--- src/rtl/ps2_key_tx_if.sv ---
// Key-event handshake between an event producer and the PS/2 device-side transmitter.
interface ps2_key_tx_if;
    logic [7:0] key_code;
    logic       key_ext;
    logic       key_break;
    logic       key_valid;
    logic       key_ready;

    modport master (output key_code, key_ext, key_break, key_valid, input key_ready);
    modport slave  (input key_code, key_ext, key_break, key_valid, output key_ready);
endinterface

--- src/rtl/ps2_key_tx.sv ---
// PS/2 keyboard-side transmitter: expands one key event into E0/F0/code bytes and
// sends each as an 11-bit device-clocked frame, backing off when the host inhibits the clock.
module ps2_key_tx #(
    parameter int HALF_PERIOD = 4000,
    parameter int GAP         = 8000
) (
    input  logic         clk,
    input  logic         rst,
    ps2_key_tx_if.slave  key,
    input  logic         ps2_clk_i,
    output logic         ps2_clk_o,
    output logic         ps2_data_o,
    output logic         busy,
    output logic         byte_done
);
    localparam logic [15:0] PhaseReload = 16'(HALF_PERIOD - 1);
    localparam logic [15:0] GapReload   = 16'(GAP - 1);

    typedef enum logic [1:0] {S_IDLE, S_LOAD, S_SEND, S_GAP} state_e;

    state_e      state_q;
    logic [1:0]  sync_q;
    logic [7:0]  code_q;
    logic        break_q;
    logic [1:0]  idx_q;
    logic [10:0] shift_q;
    logic [15:0] phase_q;
    logic [3:0]  bit_q;
    logic [15:0] gap_q;
    logic        clk_q;
    logic        data_q;
    logic        ready_q;
    logic        busy_q;
    logic        done_q;

    logic [7:0]  byte_d;
    logic [10:0] frame_d;
    logic        inhibit_d;

    // idx 0 = E0 prefix, 1 = F0 break prefix, 2 = the key code itself (always last)
    always_comb begin
        case (idx_q)
            2'd0:    byte_d = 8'hE0;
            2'd1:    byte_d = 8'hF0;
            default: byte_d = code_q;
        endcase
    end

    assign frame_d   = {1'b1, ~^byte_d, byte_d, 1'b0};
    assign inhibit_d = !sync_q[1] && clk_q && (bit_q <= 4'd9);

    always_ff @(posedge clk or posedge rst) begin
        if (rst) begin
            state_q <= S_IDLE;
            sync_q  <= 2'b11;
            code_q  <= 8'h00;
            break_q <= 1'b0;
            idx_q   <= 2'd0;
            shift_q <= 11'h7FF;
            phase_q <= 16'd0;
            bit_q   <= 4'd0;
            gap_q   <= 16'd0;
            clk_q   <= 1'b1;
            data_q  <= 1'b1;
            ready_q <= 1'b1;
            busy_q  <= 1'b0;
            done_q  <= 1'b0;
        end else begin
            sync_q <= {sync_q[0], ps2_clk_i};
            done_q <= 1'b0;
            case (state_q)
                S_IDLE: begin
                    ready_q <= 1'b1;
                    busy_q  <= 1'b0;
                    if (key.key_valid && ready_q) begin
                        code_q  <= key.key_code;
                        break_q <= key.key_break;
                        idx_q   <= key.key_ext ? 2'd0 : (key.key_break ? 2'd1 : 2'd2);
                        ready_q <= 1'b0;
                        busy_q  <= 1'b1;
                        state_q <= S_LOAD;
                    end
                end
                S_LOAD: begin
                    shift_q <= frame_d;
                    if (sync_q[1]) begin
                        data_q  <= frame_d[0];
                        clk_q   <= 1'b1;
                        phase_q <= PhaseReload;
                        bit_q   <= 4'd0;
                        state_q <= S_SEND;
                    end
                end
                S_SEND: begin
                    // Abort leaves idx_q untouched so the same byte is resent after the gap
                    if (inhibit_d) begin
                        clk_q   <= 1'b1;
                        data_q  <= 1'b1;
                        gap_q   <= GapReload;
                        state_q <= S_GAP;
                    end else if (phase_q != 16'd0) begin
                        phase_q <= phase_q - 16'd1;
                    end else begin
                        phase_q <= PhaseReload;
                        if (clk_q) begin
                            clk_q <= 1'b0;
                        end else begin
                            clk_q <= 1'b1;
                            if (bit_q == 4'd10) begin
                                done_q <= 1'b1;
                                data_q <= 1'b1;
                                if (idx_q == 2'd2) begin
                                    state_q <= S_IDLE;
                                end else begin
                                    idx_q   <= (idx_q == 2'd0 && !break_q) ? 2'd2 : idx_q + 2'd1;
                                    gap_q   <= GapReload;
                                    state_q <= S_GAP;
                                end
                            end else begin
                                bit_q   <= bit_q + 4'd1;
                                shift_q <= {1'b1, shift_q[10:1]};
                                data_q  <= shift_q[1];
                            end
                        end
                    end
                end
                S_GAP: begin
                    if (gap_q == 16'd0) begin
                        state_q <= S_LOAD;
                    end else begin
                        gap_q <= gap_q - 16'd1;
                    end
                end
                default: state_q <= S_IDLE;
            endcase
        end
    end

    assign key.key_ready = ready_q;
    assign ps2_clk_o     = clk_q;
    assign ps2_data_o    = data_q;
    assign busy          = busy_q;
    assign byte_done     = done_q;
endmodule

--- src/flat_wrapper.sv ---
// flat-port wrapper written by rule: the top's interface ports become plain ports
module ps2_key_tx_flat 
#(
    parameter int HALF_PERIOD = 4000,
    parameter int GAP         = 8000
)
  (clk, rst, ps2_clk_i, ps2_clk_o, ps2_data_o, busy, byte_done, key_key_code, key_key_ext, key_key_break, key_key_valid, key_key_ready);
  ps2_key_tx_if key_i ();
  input  logic clk;
  input  logic rst;
  input  logic ps2_clk_i;
  output logic ps2_clk_o;
  output logic ps2_data_o;
  output logic busy;
  output logic byte_done;
  input wire logic [$bits(key_i.key_code)-1:0] key_key_code;
  input wire logic [$bits(key_i.key_ext)-1:0] key_key_ext;
  input wire logic [$bits(key_i.key_break)-1:0] key_key_break;
  input wire logic [$bits(key_i.key_valid)-1:0] key_key_valid;
  output wire logic [$bits(key_i.key_ready)-1:0] key_key_ready;
  assign key_i.key_code = key_key_code;
  assign key_i.key_ext = key_key_ext;
  assign key_i.key_break = key_key_break;
  assign key_i.key_valid = key_key_valid;
  assign key_key_ready = key_i.key_ready;
  ps2_key_tx #(.HALF_PERIOD(HALF_PERIOD), .GAP(GAP)) u_core (.clk(clk), .rst(rst), .key(key_i), .ps2_clk_i(ps2_clk_i), .ps2_clk_o(ps2_clk_o), .ps2_data_o(ps2_data_o), .busy(busy), .byte_done(byte_done));
endmodule
--- config.mk ---
export PLATFORM = sky130hd
export DESIGN_NAME = ps2_key_tx_flat
export DESIGN_NICKNAME = d
export VERILOG_FILES = /design/src/rtl/ps2_key_tx_if.sv /design/src/rtl/ps2_key_tx.sv /design/src/flat_wrapper.sv
export SDC_FILE = /design/constraint.sdc
export NUM_CORES = 1
export LEC_CHECK = 0
export CORE_MARGIN = 3
export CORE_UTILIZATION = 38
export CTS_CLUSTER_DIAMETER = 30
export DETAILED_ROUTE_END_ITERATION = 10
export HOLD_SLACK_MARGIN = 0.02
export PLACE_DENSITY = 0.62
export RECOVER_POWER = 25
export SLEW_MARGIN = 20
export SYNTH_ARGS = -nofsm -noshare
export SYNTH_HDL_FRONTEND = slang
export SYNTH_SLANG_ARGS = --single-unit
export TNS_END_PERCENT = 10
--- constraint.sdc ---
create_clock -name clk -period 2.9 [get_ports clk]
set_clock_uncertainty 0.15 [all_clocks]
set_input_delay 0.58 -clock clk [delete_from_list [all_inputs] [get_ports clk]]
set_output_delay 0.58 -clock clk [all_outputs]
set_load 0.01 [all_outputs]
==> results.toml, run 1 <==
[pwr]
power.density_nw_per_um2 = 878
leakagePower_nw = 1.74
vdd_drop_max_mv = 0.523

[worst_setup_path]
critPathLaunchType = "flop"
crit_chain = "inv_1 -> ha_1 -> or3b_1 -> a41o_1 -> a21oi_4 -> nor3_1 -> or3b_2"
critPathKind = "flop to flop"
cp_slowest_stage_delay_ns = 0.44
critPathMaxFanout = 20
arrival_ns = 2.70
r2r_start = "u_core.bit_q[1]"
ff2ff_path_depth = 7
endpoint_kind = "flop"
worstPathRequired_ns = 2.98
reg2reg_slack_ns = 0.28
slowest_stage = "dfrtp_1"
rr_endpoint = "u_core.gap_q[8]"

[timing]
final_max_slew_viol_count = 0
finalSetupTns_ns = 0
hold_viol_final = 0
tightestPinTransition_ns = 0.886
period_minus_slack_ns = 2.62
finalWorstSetupSlack_ns = 0.278
rsz0062_at_grt = "no"
max-slew-margin-rel_pct = 40.9
fmaxAchievable_ghz = 0.381
timing.hold.ws_ns = 0.209
fin_crit_sh_pct = 90.4
setup_viol = 0

[yosys]
synth_edf_count = 0
synth_area_leaders = "dfrtp_1 (34%), dfstp_2 (9.7%), ha_1 (4.6%)"
syn_inst = 397
netlist.area_leader.share_pct = 33.6
yosys_warnings = 0
synth_nets = 425
syn_avg_cell_area_um2 = 9.56
synth-seq-cells = 65
yosysUniqueCellTypes = 66
async_reset_ff_share_pct = 100
synth.cell_area_um2 = 3790
synth_area_leader_cell = "dfrtp_1"
synth_ff_type = "dfrtp_1"
synth_seq_area_share_pct = 43.3

[clock_network]
cts.clk_slew.worst_paths_ns = 0.07
clk_root_buffer_cell = "clkbuf_8"
cts_tree = "yes"
cts_buffer_depth = 2
htree_levels = 3
cts_buffers = 9
insertion_delay_ns = 0.36
holdBufCountCts = 0
cts_setup_buffers = 0
clock_sinks = 65

[routing]
antenna_left = 0
wl_per_cell_um = 15.6
dr.pass1.iters = 5
drt_iter0_drc = 139
vias = 3201
drcViolationCount = 0
vias_per_cell = 5.68
wl_um = 8800

[grt]
antenna_found_initial = 0
grt_start_max_net_pins = 43
grt.overflow.total = 0
top_usage_layer = "met2"
grt_usage_pct = 17.0
grt_pass1_vias = 3033
met1_usage_pct = 23.7
grt_pass1_wl_um = 15300
use_met2_pct = 25.7
use_met3_pct = 4.01

[floorplan]
coreArea_um2 = 9460
num_io_pins = 19
fp.dieW_um = 106
initial_core_util_pct = 40.1
row_count = 35
fp.dieH_um = 106
die-area_um2 = 11200

[cells_and_area]
drive_gt1_share_pct = 16.8
syn2layout_area_growth_pct = 17.4
diodes = 0
seqCellArea_um2 = 1640
layout.nets = 458
multiInputGateArea_um2 = 2030
fillers = 888

[worst_hold_path]
min_path_cells = 0
hold_class = "flop to flop"
min_to = "u_core.sync_q[1]"
hp-start = "u_core.sync_q[0]"

[placement]
dpl_worst_slack_ns = 0.144
place_congestion = 0.829
port_buffers = 18
dp_hpwl_um = 6210

[job]
max_cap_violations = 0

[outcome]
status = "finished, final reports clean"
## cell families (layout without fill, tap and decap cells)
group	after synthesis	in the layout	share of synthesized area [%]
XOR/XNOR	5	5	1.88
AO/OA/AOI/OAI	117	117	20.3
buffers and inverters	32	70	3.59
multiplexers	14	14	4.09
adder cells (fa/ha/maj)	14	14	4.62
AND/OR/NAND/NOR	150	150	22.2
flip-flops	65	65	43.3
## synthesized netlist by cell type, types with 9 or more instances
| cell | count |
|---|---|
| dfrtp_1 | 51 |
| nand3_1 | 11 |
| inv_1 | 16 |
| dfstp_2 | 14 |
| nor2_1 | 23 |
| clkbuf_1 | 9 |
| nand2_1 | 33 |
| nand4_1 | 11 |
| o21ai_0 | 35 |
| ha_1 | 14 |
| mux2_2 | 12 |
| a31oi_1 | 12 |
| a21oi_1 | 17 |
| nor3_1 | 16 |
## critical path, delay by kind of cell (launching register included)
family / cells / cell delay, ns
AND/OR/NAND/NOR: 3 / 0.94
AO/OA/AOI/OAI: 2 / 0.67
flip-flops: 1 / 0.44
adder cells (fa/ha/maj): 1 / 0.18
buffers and inverters: 1 / 0.11
## layout by cell type, fill, tap and decap left out, types with 11 or more instances in the layout
| cell type | synthesis | final |
|---|---|---|
| dfrtp_1 | 51 | 51 |
| o21ai_0 | 35 | 35 |
| nand2_1 | 33 | 33 |
| nor2_1 | 23 | 23 |
| buf_4 | 1 | 18 |
| a21oi_1 | 17 | 17 |
| inv_1 | 16 | 16 |
| clkdlybuf4s50_1 | 0 | 16 |
| nor3_1 | 16 | 15 |
| ha_1 | 14 | 14 |
| dfstp_2 | 14 | 14 |
| mux2_2 | 12 | 12 |
| nand4_1 | 11 | 11 |
| a31oi_1 | 12 | 11 |
| nand3_1 | 11 | 11 |
## metrics by stage
step	instance area [um^2]	std cells	power [mW]	util (%)
after global routing	4450	564	4.24	47.1
after detailed placement	4220	548	3.05	44.6
after global placement	4220	548	3.02	44.6
after floorplan	3790	397	2.62	-
final	4450	564	3.91	47.1
after CTS	4440	564	3.94	46.9
## timing repair
action,in CTS,in global routing
hold endpoints to repair,0,0
resized for setup,0,2
setup endpoints to repair,0,5
## per-layer routing
layer / up-vias / part of all wire (%)
met5: - / 0
met4: 0 / 1.6
met3: 10 / 3.9
met2: 61 / 47
met1: 1565 / 47
li1: 1565 / -
## power breakdown
group / internal, mW / switching [mW] / total [mW]
Clock: 0.488 / 0.383 / 0.871
Sequential: 1.22 / 0.220 / 1.44
Combinational: 0.733 / 0.869 / 1.60
## cell type report
| class | count | area share (%) |
|---|---|---|
| Clock inverter | 6 | 2.02 |
| Inverter | 16 | 1.35 |
| Tap cell | 129 | 3.62 |
| Clock buffer | 10 | 2.87 |
| Multi-Input combinational cell | 300 | 45.6 |
| Sequential cell | 65 | 36.9 |
| Timing Repair Buffer | 38 | 7.61 |
## how the worst max path moves through the flow
stage                      startpoint               to  slack [ns]  cells after the start
floorplan           u_core.phase_q[0]  u_core.gap_q[5]        0.45                     11
global placement      u_core.bit_q[1]  u_core.gap_q[8]        0.22                      7
global route          u_core.bit_q[0]  u_core.gap_q[8]        0.08                      7
finish                u_core.bit_q[1]  u_core.gap_q[8]        0.28                      7
detailed placement    u_core.bit_q[1]  u_core.gap_q[8]        0.14                      7
CTS                   u_core.bit_q[1]  u_core.gap_q[8]        0.13                      7
## sequential cells by signal (all words and copies together) (netlist names)
register and cells:
u_core.bit_q 4, u_core.break_q 1, u_core.busy 1, u_core.byte_done 1, u_core.code_q 8, u_core.gap_q 16
u_core.idx_q 2, u_core.key.key_ready 1, u_core.phase_q 16, u_core.ps2_clk_o 1, u_core.ps2_data_o 1, u_core.shift_q 9
u_core.state_q 2, u_core.sync_q 2
(Power assumes the default switching activity.)
==> run 2: changes to the inputs <==
--- a/config.mk
+++ b/config.mk
@@ -9,9 +9,11 @@
 export CORE_UTILIZATION = 38
 export CTS_CLUSTER_DIAMETER = 30
 export DETAILED_ROUTE_END_ITERATION = 10
+export GPL_TIMING_DRIVEN = 1
 export HOLD_SLACK_MARGIN = 0.02
-export PLACE_DENSITY = 0.62
+export PLACE_DENSITY = 0.64
 export RECOVER_POWER = 25
+export REMOVE_ABC_BUFFERS = 1
 export SLEW_MARGIN = 20
 export SYNTH_ARGS = -nofsm -noshare
 export SYNTH_HDL_FRONTEND = slang
==> constraint.sdc (replaced) <==
create_clock -name clk -period 2.4 [get_ports clk]
set_clock_uncertainty 0.15 [all_clocks]
set_input_delay 0.48 -clock clk [delete_from_list [all_inputs] [get_ports clk]]
set_output_delay 0.48 -clock clk [all_outputs]
set_load 0.01 [all_outputs]
==> run 2 against run 1 <==
Net effect: global-route usage increased by 0.44 points; first-iteration DRC count decreased by 16%; hold slack got worse by 0.0019 ns; clock power increased by 15%; combinational power increased by 35%; register-to-register slack got worse by 0.24 ns; non-clock buffer count increased by 33; largest power group unchanged.
==> results.toml, run 2 (synthesized netlist as in run 1, its figures left out) <==
[clock_network]
cts_buffer_depth = 2
cts_tree = "yes"
cts.clk_slew.worst_paths_ns = 0.08
clock_sinks = 65
holdBufCountCts = 0
clk_root_buffer_cell = "clkbuf_8"
htree_levels = 3
cts_buffers = 9
insertion_delay_ns = 0.37

[placement]
placed_area_um2 = 4450
port_buffers = 18
dp_hpwl_um = 6560
place_congestion = 0.891

[floorplan]
num_io_pins = 19
fp.dieW_um = 106
row_count = 35
coreArea_um2 = 9460
initial_core_util_pct = 40.1
fp.dieH_um = 106
die-area_um2 = 11200

[routing]
wl_per_cell_um = 15.2
dr.pass1.iters = 4
vias_per_cell = 5.56
drt_iter0_drc = 117
drcViolationCount = 0
wl_um = 9070
antenna_left = 0
vias = 3318

[cells_and_area]
fillers = 901
layout.nets = 491
drive_gt1_share_pct = 23.7
reg_top3 = "u_core.gap_q x16, u_core.phase_q x16, u_core.shift_q x9"
final_cell_mix = "buf_4 (52), dfrtp_1 (51), o21ai_0 (35)"
design_area_um2 = 4700
final_common_cell = "buf_4"
syn2layout_area_growth_pct = 23.9
diodes = 0

[timing]
rsz0062_at_grt = "yes"
max-slew-margin-rel_pct = 5.33
final_max_slew_viol_count = 0
fmaxAchievable_ghz = 0.424
period_minus_slack_ns = 2.36
hold_viol_final = 0
fin_crit_sh_pct = 98.3
tightestPinTransition_ns = 1.42
setup_viol = 0
finalSetupTns_ns = 0

[worst_setup_path]
slowest_stage = "or3b_2"
crit_chain = "inv_1 -> ha_1 -> or3b_4 -> a41o_1 -> a21oi_4 -> nor3_1 -> or3b_2"
arrival_ns = 2.46
worstPathRequired_ns = 2.50
critPathMaxFanout = 13
critPathKind = "flop to flop"
critPathLaunchType = "flop"
cp_slowest_stage_delay_ns = 0.44
endpoint_kind = "flop"

[grt]
grt_usage_pct = 17.4
grt_pass1_wl_um = 16000
grt.overflow.total = 0
grt_pass1_vias = 3329
grt_start_max_net_pins = 66
antenna_found_initial = 0

[job]
max_cap_violations = 0

[pwr]
vdd_drop_max_mv = 0.498
leakagePower_nw = 1.89
power.density_nw_per_um2 = 1040

[outcome]
status = "finished, final reports clean"

[worst_hold_path]
hold_class = "flop to flop"
==> run 2: layer usage <==
metal / track usage [%] / vias up / wire (um)
li1: - / 1626 / -
met1: 22.3 / 1623 / 4190
met4: 5.83 / 0 / 167
met3: 4.13 / 12 / 302
met5: 0 / - / 0
met2: 29.0 / 57 / 4410
==> run 2: what timing repair did <==
| action | CTS | global route |
|---|---|---|
| resized for setup | 2 | 5 |
| pin swaps | 1 | 2 |
| buffers inserted | 0 | 2 |
| setup endpoints to repair | 2 | 16 |
==> run 2: final timing paths <==
path / from / to / slack (ns) / depth (start not counted)
worst max-delay path: u_core.bit_q[0] / u_core.gap_q[8] / 0.04 / 7
worst min-delay path: u_core.sync_q[0] / u_core.sync_q[1] / 0.21 / 0
worst max register to register: u_core.bit_q[0] / u_core.gap_q[8] / 0.04 / 7
worst min register to register: u_core.sync_q[0] / u_core.sync_q[1] / 0.21 / 0
max in group asynchronous: rst / u_core.gap_q[4] / 0.33 / 3
min in group asynchronous: rst / u_core.busy / 0.89 / 3
==> run 2: final cells by class <==
class	count	area (um^2)	area share, %
inverter	16	60.1	1.28
multi-input combinational	300	2050	43.6
timing repair buffer	71	576	12.2
clock buffer	9	124	2.64
clock inverter	7	87.6	1.86
sequential	65	1640	35.0
tap	129	161	3.43
==> run 2: metrics by stage <==
stage	cells	total power, mW	hold slack [ns]	utilization (%)	worst slack, ns
floorplan	381	3.10	0.195	-	-0.481
global placement	579	3.80	0.197	47.1	-0.0351
detailed placement	579	3.86	0.197	47.1	-0.135
CTS	595	4.91	0.208	49.5	0.0355
global route	597	5.28	0.211	49.7	-0.103
finish	597	4.88	0.207	49.7	0.0407
==> run 2: power by group <==
| part | leakage [nW] | switching (mW) | internal (mW) |
|---|---|---|---|
| combinational | 1.06 | 1.14 | 1.02 |
| clock | 0.0996 | 0.502 | 0.498 |
| sequential | 0.728 | 0.254 | 1.47 |
==> run 2: critical path, delay by kind of cell, from the launching register on <==
family / cells / cell delay (ns)
and+or+nand+nor: 3 / 0.92
DFF: 1 / 0.39
adders and majority gates: 1 / 0.20
AOI/OAI and AO/OA: 2 / 0.53
buffers and inverters: 1 / 0.07
==> run 3: changes to the inputs <==
--- a/config.mk
+++ b/config.mk
@@ -5,6 +5,7 @@
 export SDC_FILE = /design/constraint.sdc
 export NUM_CORES = 1
 export LEC_CHECK = 0
+export CAP_MARGIN = 30
 export CORE_MARGIN = 3
 export CORE_UTILIZATION = 38
 export CTS_CLUSTER_DIAMETER = 30
@@ -14,6 +15,7 @@
 export PLACE_DENSITY = 0.64
 export RECOVER_POWER = 25
 export REMOVE_ABC_BUFFERS = 1
+export SKIP_CTS_REPAIR_TIMING = 1
 export SLEW_MARGIN = 20
 export SYNTH_ARGS = -nofsm -noshare
 export SYNTH_HDL_FRONTEND = slang
==> run 3 against run 2 <==
Net effect: first-iteration DRC count increased by 2.6%; via count decreased by 0.96%; clock power about the same; clock-buffer cell count unchanged; critical path type unchanged; largest power group unchanged.
==> results.toml, run 3 (synthesized netlist as in run 1, its figures left out) <==
[clock_network]
htree_levels = 3
cts_buffers = 9
cts_tree = "yes"
insertion_delay_ns = 0.37
cts_buffer_depth = 2
clock_sinks = 65
clk_root_buffer_cell = "clkbuf_8"
cts.clk_slew.worst_paths_ns = 0.08

[routing]
antenna_left = 0
drcViolationCount = 0
dr.pass1.iters = 4
wl_um = 9110
drt_iter0_drc = 120
vias_per_cell = 5.47
vias = 3286
wl_per_cell_um = 15.2

[timing]
finalSetupTns_ns = 0
hold_viol_final = 0
period_minus_slack_ns = 2.34
max-slew-margin-rel_pct = 5.29
final_max_slew_viol_count = 0
tightestPinTransition_ns = 1.42
setup_viol = 0
fin_crit_sh_pct = 97.4
rsz0062_at_grt = "yes"
fmaxAchievable_ghz = 0.428
finalWorstSetupSlack_ns = 0.0621

[placement]
placed_area_um2 = 4450
place_inst = 579
place_congestion = 0.891
dp_hpwl_um = 6560
dpl_worst_slack_ns = -0.135
port_buffers = 18

[worst_setup_path]
critPathLaunchType = "flop"
worst-path-buf-inv = 4
crit_chain = "inv_1 -> buf_4 -> ha_1 -> nand3b_1 -> buf_4 -> nor4_1 -> buf_4 -> o21a_2 -> or3b_2"
worstPathRequired_ns = 2.49
arrival_ns = 2.43
cp_slowest_stage_delay_ns = 0.48
slowest_stage = "or3b_2"
critPathMaxFanout = 7
critPathKind = "flop to flop"
crit_family = "simple AND/OR/NAND/NOR gates"
endpoint_kind = "flop"
cp_common_cell = "buf_4"

[grt]
grt_usage_pct = 17.3
grt_start_max_net_pins = 66
antenna_found_initial = 0
grt_pass1_wl_um = 15900
grt_pass1_vias = 3334
grt.overflow.total = 0

[cells_and_area]
design_area_um2 = 4750
diodes = 0
syn2layout_area_growth_pct = 25.1
final_common_cell = "buf_4"
final_cell_mix = "buf_4 (56), dfrtp_1 (51), o21ai_0 (35)"
layout.nets = 495
drive_gt1_share_pct = 25.2
final_cells = 601
reg_top3 = "u_core.gap_q x16, u_core.phase_q x16, u_core.shift_q x9"

[floorplan]
row_count = 35
num_io_pins = 19
coreArea_um2 = 9460
fp.dieH_um = 106
initial_core_util_pct = 40.1
die-area_um2 = 11200
fp.dieW_um = 106

[worst_hold_path]
hold_class = "flop to flop"

[job]
max_cap_violations = 0

[outcome]
status = "finished, final reports clean"

[pwr]
leakagePower_nw = 1.90
power.total_mw = 4.93
power.density_nw_per_um2 = 1040
vdd_drop_max_mv = 0.498
==> run 3: through the flow <==
stage               util [%]  hold WS, ns
floorplan                  -        0.195
global placement        47.1        0.197
detailed placement      47.1        0.197
CTS                     49.3        0.208
global route            50.2        0.211
finish                  50.2        0.207
==> run 3: metal layers <==
layer / up-vias / global-route usage (%) / wire (um)
met4: 0 / 6.01 / 184
met5: - / 0 / 0
met2: 42 / 28.8 / 4380
li1: 1632 / - / -
met3: 12 / 4.13 / 278
met1: 1600 / 22.2 / 4270
==> run 3: final timing paths <==
| path | start | end | slack (ns) | cells past startpoint |
|---|---|---|---|---|
| setup reg to reg | u_core.bit_q[0] | u_core.gap_q[8] | 0.06 | 9 |
| setup / recovery | u_core.bit_q[0] | u_core.gap_q[8] | 0.06 | 9 |
| max in group asynchronous | rst | u_core.gap_q[4] | 0.33 | 3 |
| hold / removal | u_core.sync_q[0] | u_core.sync_q[1] | 0.21 | 0 |
| hold reg to reg | u_core.sync_q[0] | u_core.sync_q[1] | 0.21 | 0 |
| min in group asynchronous | rst | u_core.busy | 0.89 | 3 |
==> run 3: area by class of cell <==
cell class                      instances  area, um^2
Timing Repair Buffer                   75         606
Sequential cell                        65        1640
Multi-Input combinational cell        300        2060
Clock inverter                          7        87.6
Tap cell                              129         161
Inverter                               16        60.1
Fill cell                             893        4710
Clock buffer                            9         124
==> run 3: report_power, final <==
group          internal [mW]  switching, mW
sequential              1.47          0.255
clock                  0.498          0.501
combinational           1.06           1.15
